$ cat config.mk
export PLATFORM = sky130hd
export DESIGN_NAME = sd_rx_xfer_ctrl
export DESIGN_NICKNAME = d
export VERILOG_FILES = /design/src/rtl/sd_pkg.sv /design/src/rtl/sd_xfer_tmo.sv /design/src/rtl/sd_rx_xfer_ctrl.sv
export SDC_FILE = /design/constraint.sdc
export NUM_CORES = 1
export LEC_CHECK = 0
export ABC_CLOCK_PERIOD_IN_PS = 3800
export BUFFER_PORTS_ARGS = -buffer_cell sky130_fd_sc_hd__buf_2
export CORE_MARGIN = 2
export CORE_UTILIZATION = 25
export CTS_CLUSTER_DIAMETER = 40
export DETAILED_ROUTE_END_ITERATION = 10
export GPL_TIMING_DRIVEN = 0
export SLEW_MARGIN = 20
export SYNTH_ARGS = -nofsm -noshare
export SYNTH_HDL_FRONTEND = slang
export SYNTH_SLANG_ARGS = --single-unit
$ cat constraint.sdc
create_clock -name clk -period 3.8 [get_ports clk]
set_input_delay 0.57 -clock clk [delete_from_list [all_inputs] [get_ports clk]]
set_output_delay 0.57 -clock clk [all_outputs]
set_load 0.01 [all_outputs]
$ cat src/rtl/sd_pkg.sv
// Shared definitions for the SD receive transfer path.
//   xfer_state_t      : sequencer states
//   SD_ERR_*          : err_code encodings reported to the register block
//   SD_MAX_BLK_BYTES  : largest legal block size in bytes
package sd_pkg;

  typedef enum logic [2:0] {
    ST_IDLE  = 3'd0,
    ST_ARM   = 3'd1,
    ST_RUN   = 3'd2,
    ST_REARM = 3'd3,
    ST_FIN   = 3'd4
  } xfer_state_t;

  localparam logic [1:0] SD_ERR_NONE  = 2'd0;
  localparam logic [1:0] SD_ERR_CRC   = 2'd1;
  localparam logic [1:0] SD_ERR_TMO   = 2'd2;
  localparam logic [1:0] SD_ERR_ABORT = 2'd3;

  localparam int SD_MAX_BLK_BYTES = 2048;

endpackage

$ cat src/rtl/sd_xfer_tmo.sv
// Reloadable word-progress timeout counter.
//   clk, rst_n : clock, async active-low reset
//   clear      : reload the counter to 0 (word ack seen, or not running)
//   run        : count while high
//   limit      : cycles allowed without a clear; 0 disables
//   expired    : high in the cycle the count reaches limit
module sd_xfer_tmo #(
  parameter int TMO_W = 16
) (
  input  logic             clk,
  input  logic             rst_n,
  input  logic             clear,
  input  logic             run,
  input  logic [TMO_W-1:0] limit,
  output logic             expired
);

  logic [TMO_W-1:0] cnt;
  logic [TMO_W:0]   cnt_inc;

  // One bit wider so a limit of all-ones cannot be skipped by wrap.
  assign cnt_inc = {1'b0, cnt} + 1'b1;
  // Combinational so the sequencer reaches FIN on the cycle the count
  // would hit the limit, not one cycle later.
  assign expired = run && !clear && (limit != '0) && (cnt_inc == {1'b0, limit});

  always_ff @(posedge clk or negedge rst_n) begin
    if (!rst_n)
      cnt <= '0;
    else if (clear || !run)
      cnt <= '0;
    else if (!expired)
      cnt <= cnt_inc[TMO_W-1:0];
  end

endmodule

$ cat src/rtl/sd_rx_xfer_ctrl.sv
// Multi-block SD receive DMA sequencer. Drives the RX FIFO filler's
// enable/base address, counts committed words, rebases at each block
// boundary, and reports completion / error status.
//   clk, rst_n              : clock, async active-low reset
//   start, abort            : single-cycle request / cancel
//   base_adr, blk_size,
//   blk_cnt, tmo_cycles     : transfer parameters
//   word_ack                : one pulse per word the filler commits
//   blk_crc_ok, blk_crc_err : per-block CRC status from the data host
//   fill_en, fill_adr       : filler controls
//   busy, done, err_code,
//   blks_left               : status to the register block
module sd_rx_xfer_ctrl
  import sd_pkg::*;
#(
  parameter int BLKSZ_W  = 12,
  parameter int BLKCNT_W = 16,
  parameter int TMO_W    = 16
) (
  input  logic                clk,
  input  logic                rst_n,
  input  logic                start,
  input  logic                abort,
  input  logic [31:0]         base_adr,
  input  logic [BLKSZ_W-1:0]  blk_size,
  input  logic [BLKCNT_W-1:0] blk_cnt,
  input  logic [TMO_W-1:0]    tmo_cycles,
  input  logic                word_ack,
  input  logic                blk_crc_ok,
  input  logic                blk_crc_err,
  output logic                fill_en,
  output logic [31:0]         fill_adr,
  output logic                busy,
  output logic                done,
  output logic [1:0]          err_code,
  output logic [BLKCNT_W-1:0] blks_left
);

  localparam int WC_W = BLKSZ_W - 2;

  xfer_state_t     state, state_nxt;
  logic [1:0]      err_nxt;
  logic [WC_W-1:0] wpb, wcnt, wcnt_inc;
  logic            counting, blk_end, blk_commit, tmo_exp;

  // Good-CRC pulses and the sub-word size bits carry no sequencing meaning.
  logic unused;
  assign unused = &{1'b0, blk_crc_ok, blk_size[1:0]};

  // Acks landing in REARM are real words from the filler and still count.
  assign counting   = word_ack && (state == ST_RUN || state == ST_REARM);
  assign wcnt_inc   = wcnt + 1'b1;
  assign blk_end    = counting && (wcnt_inc == wpb);
  assign blk_commit = blk_end && !abort && !blk_crc_err;

  sd_xfer_tmo #(.TMO_W(TMO_W)) u_tmo (
    .clk     (clk),
    .rst_n   (rst_n),
    .clear   (word_ack || state != ST_RUN),
    .run     (state == ST_RUN),
    .limit   (tmo_cycles),
    .expired (tmo_exp)
  );

  // Error sources are checked in priority order: abort, CRC, timeout,
  // then the normal block-complete path.
  always_comb begin
    state_nxt = state;
    err_nxt   = err_code;
    case (state)
      ST_IDLE: begin
        if (start) begin
          state_nxt = ST_ARM;
          err_nxt   = SD_ERR_NONE;
        end
      end
      ST_ARM: begin
        if (abort) begin
          state_nxt = ST_FIN;
          err_nxt   = SD_ERR_ABORT;
        end else if (blk_crc_err) begin
          state_nxt = ST_FIN;
          err_nxt   = SD_ERR_CRC;
        end else if (wpb == '0 || blks_left == '0) begin
          state_nxt = ST_FIN;
        end else begin
          state_nxt = ST_RUN;
        end
      end
      ST_RUN, ST_REARM: begin
        if (abort) begin
          state_nxt = ST_FIN;
          err_nxt   = SD_ERR_ABORT;
        end else if (blk_crc_err) begin
          state_nxt = ST_FIN;
          err_nxt   = SD_ERR_CRC;
        end else if (tmo_exp) begin
          state_nxt = ST_FIN;
          err_nxt   = SD_ERR_TMO;
        end else if (blk_end) begin
          state_nxt = (blks_left == BLKCNT_W'(1)) ? ST_FIN : ST_REARM;
        end else if (state == ST_REARM) begin
          state_nxt = ST_RUN;
        end
      end
      ST_FIN:  state_nxt = ST_IDLE;
      default: state_nxt = ST_IDLE;
    endcase
  end

  // Outputs are registered from the next state so they line up with it.
  always_ff @(posedge clk or negedge rst_n) begin
    if (!rst_n) begin
      state     <= ST_IDLE;
      err_code  <= SD_ERR_NONE;
      busy      <= 1'b0;
      done      <= 1'b0;
      fill_en   <= 1'b0;
      fill_adr  <= '0;
      blks_left <= '0;
      wpb       <= '0;
      wcnt      <= '0;
    end else begin
      state    <= state_nxt;
      err_code <= err_nxt;
      busy     <= (state_nxt != ST_IDLE);
      done     <= (state_nxt == ST_FIN);
      fill_en  <= (state_nxt == ST_RUN);
      if (state == ST_IDLE && start) begin
        fill_adr  <= base_adr;
        wpb       <= blk_size[BLKSZ_W-1:2];
        blks_left <= blk_cnt;
        wcnt      <= '0;
      end else if (blk_commit) begin
        wcnt      <= '0;
        blks_left <= blks_left - 1'b1;
        // Rebase only when another block follows; the last block leaves
        // fill_adr pointing at itself.
        if (blks_left != BLKCNT_W'(1))
          fill_adr <= fill_adr + 32'({wpb, 2'b00});
      end else if (counting) begin
        wcnt <= wcnt_inc;
      end
    end
  end

endmodule

# Word level (Yosys, flattened, before mapping)
# Cells that the tools add are included.
[totals] memories=0 in_bits=83 mem_bits_rw=0 latch_bits=0 reg_bits=92 elab_cells=84 romBits=0
[op_classes] muxes=28 shifts=0 n_div=0 n_addsub=4 n_eq_ne=14 magnitude_cmp=0 bitwise=0 reduce_logical=28 n_mul=0
[ops] operator="$mux 32" count=3
[ops] operator="$mux 16" count=4
[ops] operator="$add 32x12->32" count=1
[ops] operator="$mux 10" count=3
[ops] operator="$mux 3" count=10
[ops] operator="$add 16x1->17 const B" count=1
[ops] operator="$eq 17x16->1" count=1
[ops] operator="$eq 16x1->1 const B" count=1
[ops] operator="$logic_not 16->1" count=1
[ops] operator="$ne 16x1->1 const B" count=1
[ops] operator="$reduce_bool 16->1" count=1
[ops] operator="$sub 16x1->16 const B" count=1
[ops] operator="$mux 2" count=6
[ops] operator="$add 10x1->10 const B" count=1
[ops] operator="$eq 10x10->1" count=1
[ops] operator="$logic_not 10->1" count=1
[ops] operator="$eq 3x2->1 const B" count=3
[ops] operator="$pmux 3 s3" count=1
[ops] operator="$reduce_bool 3->1" count=3
[ops] operator="$logic_and 1x1->1" count=8
[ops] operator="$pmux 2 s3" count=1
[ops] operator="$logic_not 1->1" count=4
[ops] operator="$logic_or 1x1->1" count=4
[ops] operator="$ne 4x4->1 const B" count=1
[ops] operator="11 further kinds" count=12

# Logic depth before layout (Yosys ltp)
# Gate-level depths: netlist of run 1.
[logic_depth] word_depth=11 depth_mapped=11 depth_no_buf=10

# Hierarchy
# From an unflattened synthesis of run 1, not the netlist that was laid out.
[unflattened] hier_cells=783 hier_area_um2=6588.8
[modules_own_cells] mod="sd_rx_xfer_ctrl" seq_area_each_um2=1901.8 cells_each=607 n_inst=1 area_per_inst_um2=5129.9
[modules_own_cells] mod="sd_xfer_tmo" seq_area_each_um2=400.4 cells_each=176 n_inst=1 area_per_inst_um2=1458.9

# Worst setup path after synthesis of run 1
# OpenSTA, ideal clock, no wires.
[synth_path] path_type="register to register" from="reg wcnt[0]" to="reg fill_adr[15]" path_stages_with_launch=10 t_required_ps=3676 period_less_slack_ps=2971 arrival_time_ps=2847 setup_ps=124 path_buffers=1 slack_ps=829 cell_sequence="dfrtp_1 > ha_1 > nand3_2 > or3_4 > a2111oi_4 > nor4b_4 > nand4_2 > buf_2 > o21a_1 > o31a_1"
[synth_between] elab_chain_cells=7
[synth_lines] item="start, declared" line_no="sd_rx_xfer_ctrl.sv:43" rtl="logic [WC_W-1:0] wpb, wcnt, wcnt_inc;"
[synth_lines] item="start signal, assigned" line_no="sd_rx_xfer_ctrl.sv:142" rtl="wcnt <= wcnt_inc;"
[synth_lines] item="$add 10x1->10" line_no="sd_rx_xfer_ctrl.sv:52" rtl="assign wcnt_inc = wcnt + 1'b1;"
[synth_lines] item="$eq 10x10->1" line_no="sd_rx_xfer_ctrl.sv:53" rtl="assign blk_end = counting && (wcnt_inc == wpb);"
[synth_lines] item="$logic_and 1x1->1" line_no="sd_rx_xfer_ctrl.sv:53"
[synth_lines] item="$logic_and 1x1->1 (2 in a row)" line_no="sd_rx_xfer_ctrl.sv:54" rtl="assign blk_commit = blk_end && !abort && !blk_crc_err;"
[synth_lines] item="$reduce_bool 2->1 (no source line)"
[synth_lines] item="$reduce_and 2->1 (no source line)"
[synth_lines] item="end signal, assigned" line_no="sd_rx_xfer_ctrl.sv:130" rtl="fill_adr <= base_adr;"
[synth_lines] item="end signal, assigned" line_no="sd_rx_xfer_ctrl.sv:140" rtl="fill_adr <= fill_adr + 32'({wpb, 2'b00});"
[synth_lines] item="end, declared" line_no="sd_rx_xfer_ctrl.sv:32" rtl="output logic [31:0] fill_adr,"
# No other way between the ends.
# A chain may end at the register's enable or synchronous reset.

# Worst setup path after layout of run 1
[layout_path] from="reg wcnt[0]" to="reg fill_adr[13]"
# Same word-level chain as after synthesis.

==> results_dict.tcl, run 1 <==
set metrics [dict create \
    status "complete, no violations" \
    place_inst 1143 \
    path_class "reg2reg" \
    path_buf_inv 1 \
    antenna_cells 0 \
    hpwl_um 14380 \
    numCtsBuffers 9 \
    cp_max_fo 10 \
    avgSynthCellArea_um2 8.612 \
    grt_pass1_wl_um 29930 \
    gp_congestion 0.8463 \
    synth_enable_flop_cells 0 \
    crit_path_cell_trace "ha_1, nand3_2, or3_4, a2111oi_4, nor4b_4, nand4_2, buf_2, o21a_1, o31a_1" \
    grt_pass1_vias 5455 \
    grt_usage_pct 15.48 \
    first_pass_iters 4 \
    pwr_density_cell_nw_per_um2 656.3 \
    cts_tree "built" \
    synth-seq-cells 92 \
    drt_iter0_markers 352 \
    cts.clk_slew.worst_paths_ps 70 \
    port-buffer-count 132 \
    yosys_warnings 0 \
    insertion_delay_ps 360 \
    ir_worst_vdd_mv 0.3127 \
    die_width_um 158.3 \
    core_um2 23400 \
    finalNonFillerCells 1159 \
    max_freq_mhz 278.6 \
    p_leak_nw 3.152 \
    met3_length_um 1166 \
    nFillCells 2582 \
    area_growth_pct 22.98 \
    post_cts_buffers 0 \
    ctsHtreeMaxLevel 3 \
    worstMarginPinSlew_ps 979.7 \
    mappedNetlistArea_um2 5951 \
    fin_nets 933 \
    power_mw 4.803 \
    rsz0062_at_grt "no" \
    arrival_ps 3840 \
    async_flop_share_pct 100.0 \
    cts.path.max_buffers 2 \
    synth_top_area_share_pct 38.69 \
    cts_root_buffer "clkbuf_16" \
    finalCriticalPeriod_ps 3589 \
    rows 56 \
    fin_worst_skew_ps 12.54 \
    synth_top_flop_cell "dfrtp_1" \
    via_count 5819 \
    seq_area_frac_synth_pct 38.69 \
    setup_viol 0 \
    start_util_pct 25.43 \
    postSynthCellCount 691 \
    maxSlewViolCount 0 \
    dpl_cell_area_um2 7044 \
    ys_top_cells_by_area "dfrtp_1 (39%), o21ai_0 (5.1%), nand2_1 (4.7%)" \
    viasPerCell 5.021 \
    routedLengthMet1_um 8975 \
    min_period_over_period_pct 94.45 \
    slowest_delay_ps 640 \
    maxSlewHeadroom_pct 34.10 \
    wl_met2_um 8753 \
    yosysTopAreaCell "dfrtp_1" \
    path_delay_family "simple AND/OR/NAND/NOR gates" \
    max_cap_viol_count 0 \
    drive_gt1_share_pct 20.24 \
    clkSinkCount 92 \
    grt_max_degree 58 \
    syn_nets 789 \
    die-area_um2 25050 \
    ant_nets 0 \
    worstPathRequired_ps 4050 \
    antenna_found_initial 0 \
    fin_tns_setup_ps 0 \
    slowest_stage "nor4b_4" \
    wire_per_inst_um 16.54 \
    hold_path_class "in2async" \
    overflow 0 \
    setup.worst_path.start_class "flip-flop" \
    final_cell_area_um2 7318 \
    whs_ps 114.8 \
    wl_um 19170 \
    hold_viol 0 \
    dieHeight_um 158.3 \
    ioPinCount 136 \
    route.detailed.drc 0 \
    yosysUniqueCellTypes 62 \
    worst-r2r-setup-slack_ps 210 \
    endpoint_kind "flip-flop" \
    maxUsedRoutingLayer "met4" \
]
worst paths after layout:
path,startpoint,endpoint,cells past startpoint
worst max-delay path,wcnt[0]$_DFFE_PN0P_,fill_adr[13]$_DFFE_PN0P_,9
worst min-delay path,rst_n,u_tmo.cnt[13]$_DFFE_PN0P_,1
worst max register to register,wcnt[0]$_DFFE_PN0P_,fill_adr[13]$_DFFE_PN0P_,9
min in group clk,blk_size[11],wpb[9]$_DFFE_PN0P_,3
worst min register to register,fill_adr[0]$_DFFE_PN0P_,fill_adr[0]$_DFFE_PN0P_,2
max in group asynchronous,rst_n,blks_left[13]$_DFFE_PN0P_,2
flip-flops by register name, summed over array words and instances (netlist names):
register and flops:
wpb 10, fill_en 1, busy 1, wcnt 10, fill_adr 32, err_code 2, state 3, blks_left 16
u_tmo.cnt 16, done 1
timing repair:
item,4_1_cts,5_1_grt
setup endpoints to repair,0,2
gates resized for setup,0,1
hold buffers,0,0
layout make-up:
class | count | area (um2) | share of cell area [%]
Buffer | 32 | 136.4 | 1.864
Clock buffer | 11 | 232.7 | 3.180
Clock inverter | 5 | 38.79 | 0.5300
Inverter | 19 | 71.32 | 0.9745
Multi-Input combinational cell | 548 | 3443 | 47.05
Sequential cell | 92 | 2302 | 31.46
Tap cell | 319 | 399.1 | 5.454
Timing Repair Buffer | 133 | 694.4 | 9.489
Yosys cell counts (all sizes together) (17+ instances only):
library cell	instances
a31oi	30
clkbuf	25
dfrtp	92
inv	19
nand2	74
nand2b	18
nand3	29
nand4	18
nor2	59
nor3	17
o21ai	61
xnor2	30
xor2	22
report_power, final:
part | internal (mW) | leakage [nW] | total [mW] | switching (mW)
sequential | 1.32 | 1.14 | 1.77 | 0.452
clock | 0.447 | 0.130 | 0.867 | 0.420
combinational | 0.919 | 1.88 | 2.16 | 1.24
worst reg2reg max path, cell delays in order, from the launching register on:
cell and delay (ps):
dfrtp_1 470, ha_1 280, nand3_2 190, or3_4 420, a2111oi_4 390, nor4b_4 640, nand4_2 340, buf_2 300
o21a_1 190, o31a_1 260
cells by family (layout without fill, tap and decap cells):
family	after synthesis	after routing	synth area share [%]
mux	10	10	1.766
compound gates	171	171	18.50
buf+inv	51	200	3.490
xor+xnor	52	52	7.653
fa+ha+maj	15	15	3.280
flops	92	92	38.69
simple gates	300	300	26.62
metal layers:
layer  track usage (%)  vias to the layer above
li1                  -                     2815
met1             21.19                     2795
met2             24.43                      187
met3             3.430                       22
met4             4.719                        0
met5                 0                        -
cell usage in the layout, fill, tap and decap left out, types with 5 or more instances in the layout:
master,n
or3_1,15
clkbuf_16,9
nor4_1,15
o21ai_0,61
o31ai_1,12
and4_1,5
nand2b_1,18
and2_1,12
nand4_1,16
xnor2_1,30
a21oi_1,15
a21o_1,8
xor2_1,22
mux2i_1,6
and3_1,9
buf_2,135
inv_1,19
a31oi_1,30
nand3b_1,5
ha_1,14
nand2_1,74
or4_1,7
nor3_1,17
nand3_1,28
clkbuf_1,27
a22o_1,5
o21a_1,7
nor2_1,58
dfrtp_1,92
per-stage QoR:
step	util [%]	worst slack, ps
after CTS	31.26	218.8
after detailed placement	30.10	230.5
after global placement	29.96	251.7
final	31.27	211.0
after floorplan	-	828.8
after global routing	31.27	7.967
(Power assumes the default switching activity.)
==> run 2, diff against run 1 <==
--- a/config.mk
+++ b/config.mk
@@ -7,12 +7,10 @@
 export LEC_CHECK = 0
 export ABC_CLOCK_PERIOD_IN_PS = 3800
 export BUFFER_PORTS_ARGS = -buffer_cell sky130_fd_sc_hd__buf_2
-export CORE_MARGIN = 2
 export CORE_UTILIZATION = 25
 export CTS_CLUSTER_DIAMETER = 40
 export DETAILED_ROUTE_END_ITERATION = 10
 export GPL_TIMING_DRIVEN = 0
-export SLEW_MARGIN = 20
 export SYNTH_ARGS = -nofsm -noshare
 export SYNTH_HDL_FRONTEND = slang
 export SYNTH_SLANG_ARGS = --single-unit
==> results_dict.tcl, run 2 (synthesis results as in run 1) <==
set metrics [dict create \
    cts_tree "built" \
    hold_path_class "in2async" \
    area_growth_pct 24.24 \
    setup_viol 0 \
    fin_worst_skew_ps 11.84 \
    rows 56 \
    cts_root_buffer "clkbuf_16" \
    max_freq_mhz 288.4 \
    grt_max_degree 56 \
    cts.clk_slew.worst_paths_ps 70 \
    worstPathRequired_ps 4070 \
    status "complete, no violations" \
    fin_tns_setup_ps 0 \
    reg.largest.list "fill_adr (32), blks_left (16), u_tmo.cnt (16)" \
    route.detailed.drc 0 \
    ioPinCount 136 \
    final_cell_mix "buf_2 (135), dfrtp_1 (92), nand2_1 (74)" \
    setup.worst_path.start_class "flip-flop" \
    drive_gt1_share_pct 20.85 \
    p_leak_nw 3.193 \
    slowest_delay_ps 780 \
    pwr_density_cell_nw_per_um2 664.1 \
    max_cap_viol_count 0 \
    drt_iter0_markers 360 \
    maxSlewViolCount 0 \
    min_period_over_period_pct 91.24 \
    power_frac_seq_pct 36.2 \
    dieHeight_um 156.3 \
    mostFrequentLayoutCell "buf_2" \
    antenna_found_initial 0 \
    whs_ps 203.6 \
    start_util_pct 25.43 \
    grt_pass1_vias 5558 \
    arrival_ps 3740 \
    largest_register_ff_count 32 \
    cts.path.max_buffers 2 \
    top_register "fill_adr" \
    gp_congestion 0.8821 \
    path_class "reg2reg" \
    power_mw 4.910 \
    core_um2 23400 \
    cp_max_fo 10 \
    swShare_pct 43.19 \
    worstMarginPinSlew_ps 972.3 \
    hpwl_um 14340 \
    grt_usage_pct 16.21 \
    overflow 0 \
    endpoint_kind "flip-flop" \
    numCtsBuffers 9 \
    ir_worst_vdd_mv 0.2703 \
    crit_path_cell_trace "ha_1, nand3_2, nand3_1, a21boi_0, nor4b_4, buf_4, buf_4, a21oi_1, clkbuf_1, a21oi_1, a31oi_1" \
    via_count 5793 \
    p_int_mw 2.789 \
    maxSlewHeadroom_pct 34.60 \
    comb_power_share_pct 43.9 \
    wl_um 19150 \
    grt_pass1_wl_um 30770 \
    total_switching_power_mw 2.120 \
    clkSinkCount 92 \
    slowest_stage "a21boi_0" \
    hold_viol 0 \
    wire_per_inst_um 16.45 \
    viasPerCell 4.977 \
    die-area_um2 24420 \
    dpl_worst_slack_ps 187.4 \
    die_width_um 156.3 \
    fin_nets 937 \
    finalCriticalPeriod_ps 3467 \
    ant_nets 0 \
    first_pass_iters 4 \
    fin_ws_ps 332.8 \
    port-buffer-count 132 \
    insertion_delay_ps 360 \
    clkPwrFrac_pct 19.9 \
    ctsHtreeMaxLevel 3 \
]
-- run 2: final timing paths --
kind | from | to | slack, ps | cells past startpoint
hold reg to reg | fill_adr[1]$_DFFE_PN0P_ | fill_adr[1]$_DFFE_PN0P_ | 490 | 2
hold / removal | rst_n | u_tmo.cnt[15]$_DFFE_PN0P_ | 200 | 1
min in group clk | base_adr[1] | fill_adr[1]$_DFFE_PN0P_ | 400 | 3
setup reg to reg | wcnt[0]$_DFFE_PN0P_ | wcnt[9]$_DFFE_PN0P_ | 330 | 11
max in group asynchronous | rst_n | wpb[6]$_DFFE_PN0P_ | 2910 | 2
setup / recovery | wcnt[0]$_DFFE_PN0P_ | wcnt[9]$_DFFE_PN0P_ | 330 | 11
-- run 2: per-stage QoR --
step | area, um2 | utilization, % | std cells
global placement | 7010 | 29.96 | 1142
global route | 7391 | 31.58 | 1163
CTS | 7352 | 31.42 | 1159
finish | 7393 | 31.59 | 1164
floorplan | 5951 | - | 691
detailed placement | 7041 | 30.08 | 1143
-- run 2: routing by layer --
metal  wire length, um  GRT usage [%]  up-vias
met5                 0              0        -
met3              1229          3.212       20
met1              8811          22.10     2748
met4               213          4.248        0
li1                  -              -     2834
met2              8899          26.02      191
-- run 2: what timing repair did --
| action | CTS | global route |
|---|---|---|
| hold buffers | 0 | 0 |
| buffers inserted | 0 | 4 |
| resized for setup | 0 | 2 |
| setup endpoints to repair | 0 | 5 |
-- run 2: worst max-delay path: cells and delay by family (launching register included) --
family          cells  cell delay (ps)
flops               1              470
simple gates        3              350
buf+inv             3              770
compound gates      4             1490
fa+ha+maj           1              290
-- run 2: area by class of cell --
type / instances / area [um2]
diodes: 1 / 2.502
plain buffers: 32 / 136.4
clock buffers: 12 / 256.5
clock inverters: 4 / 55.05
fillers: 2530 / 16010
inverters: 19 / 71.32
multi-input cells: 548 / 3450
flip-flops and latches: 92 / 2302
well taps: 319 / 399.1
repair buffers: 137 / 720.7
-- run 2: power by group through the flow --
stage | clock [mW] | combinational [mW] | sequential, mW
6_report | 0.976 | 2.16 | 1.78
3_3_place_gp | 0 | 2.12 | 1.78
3_5_place_dp | 0 | 2.17 | 1.79
2_1_floorplan | 0 | 1.32 | 1.78
4_1_cts | 0.996 | 2.18 | 1.77
5_1_grt | 1.03 | 2.42 | 1.85
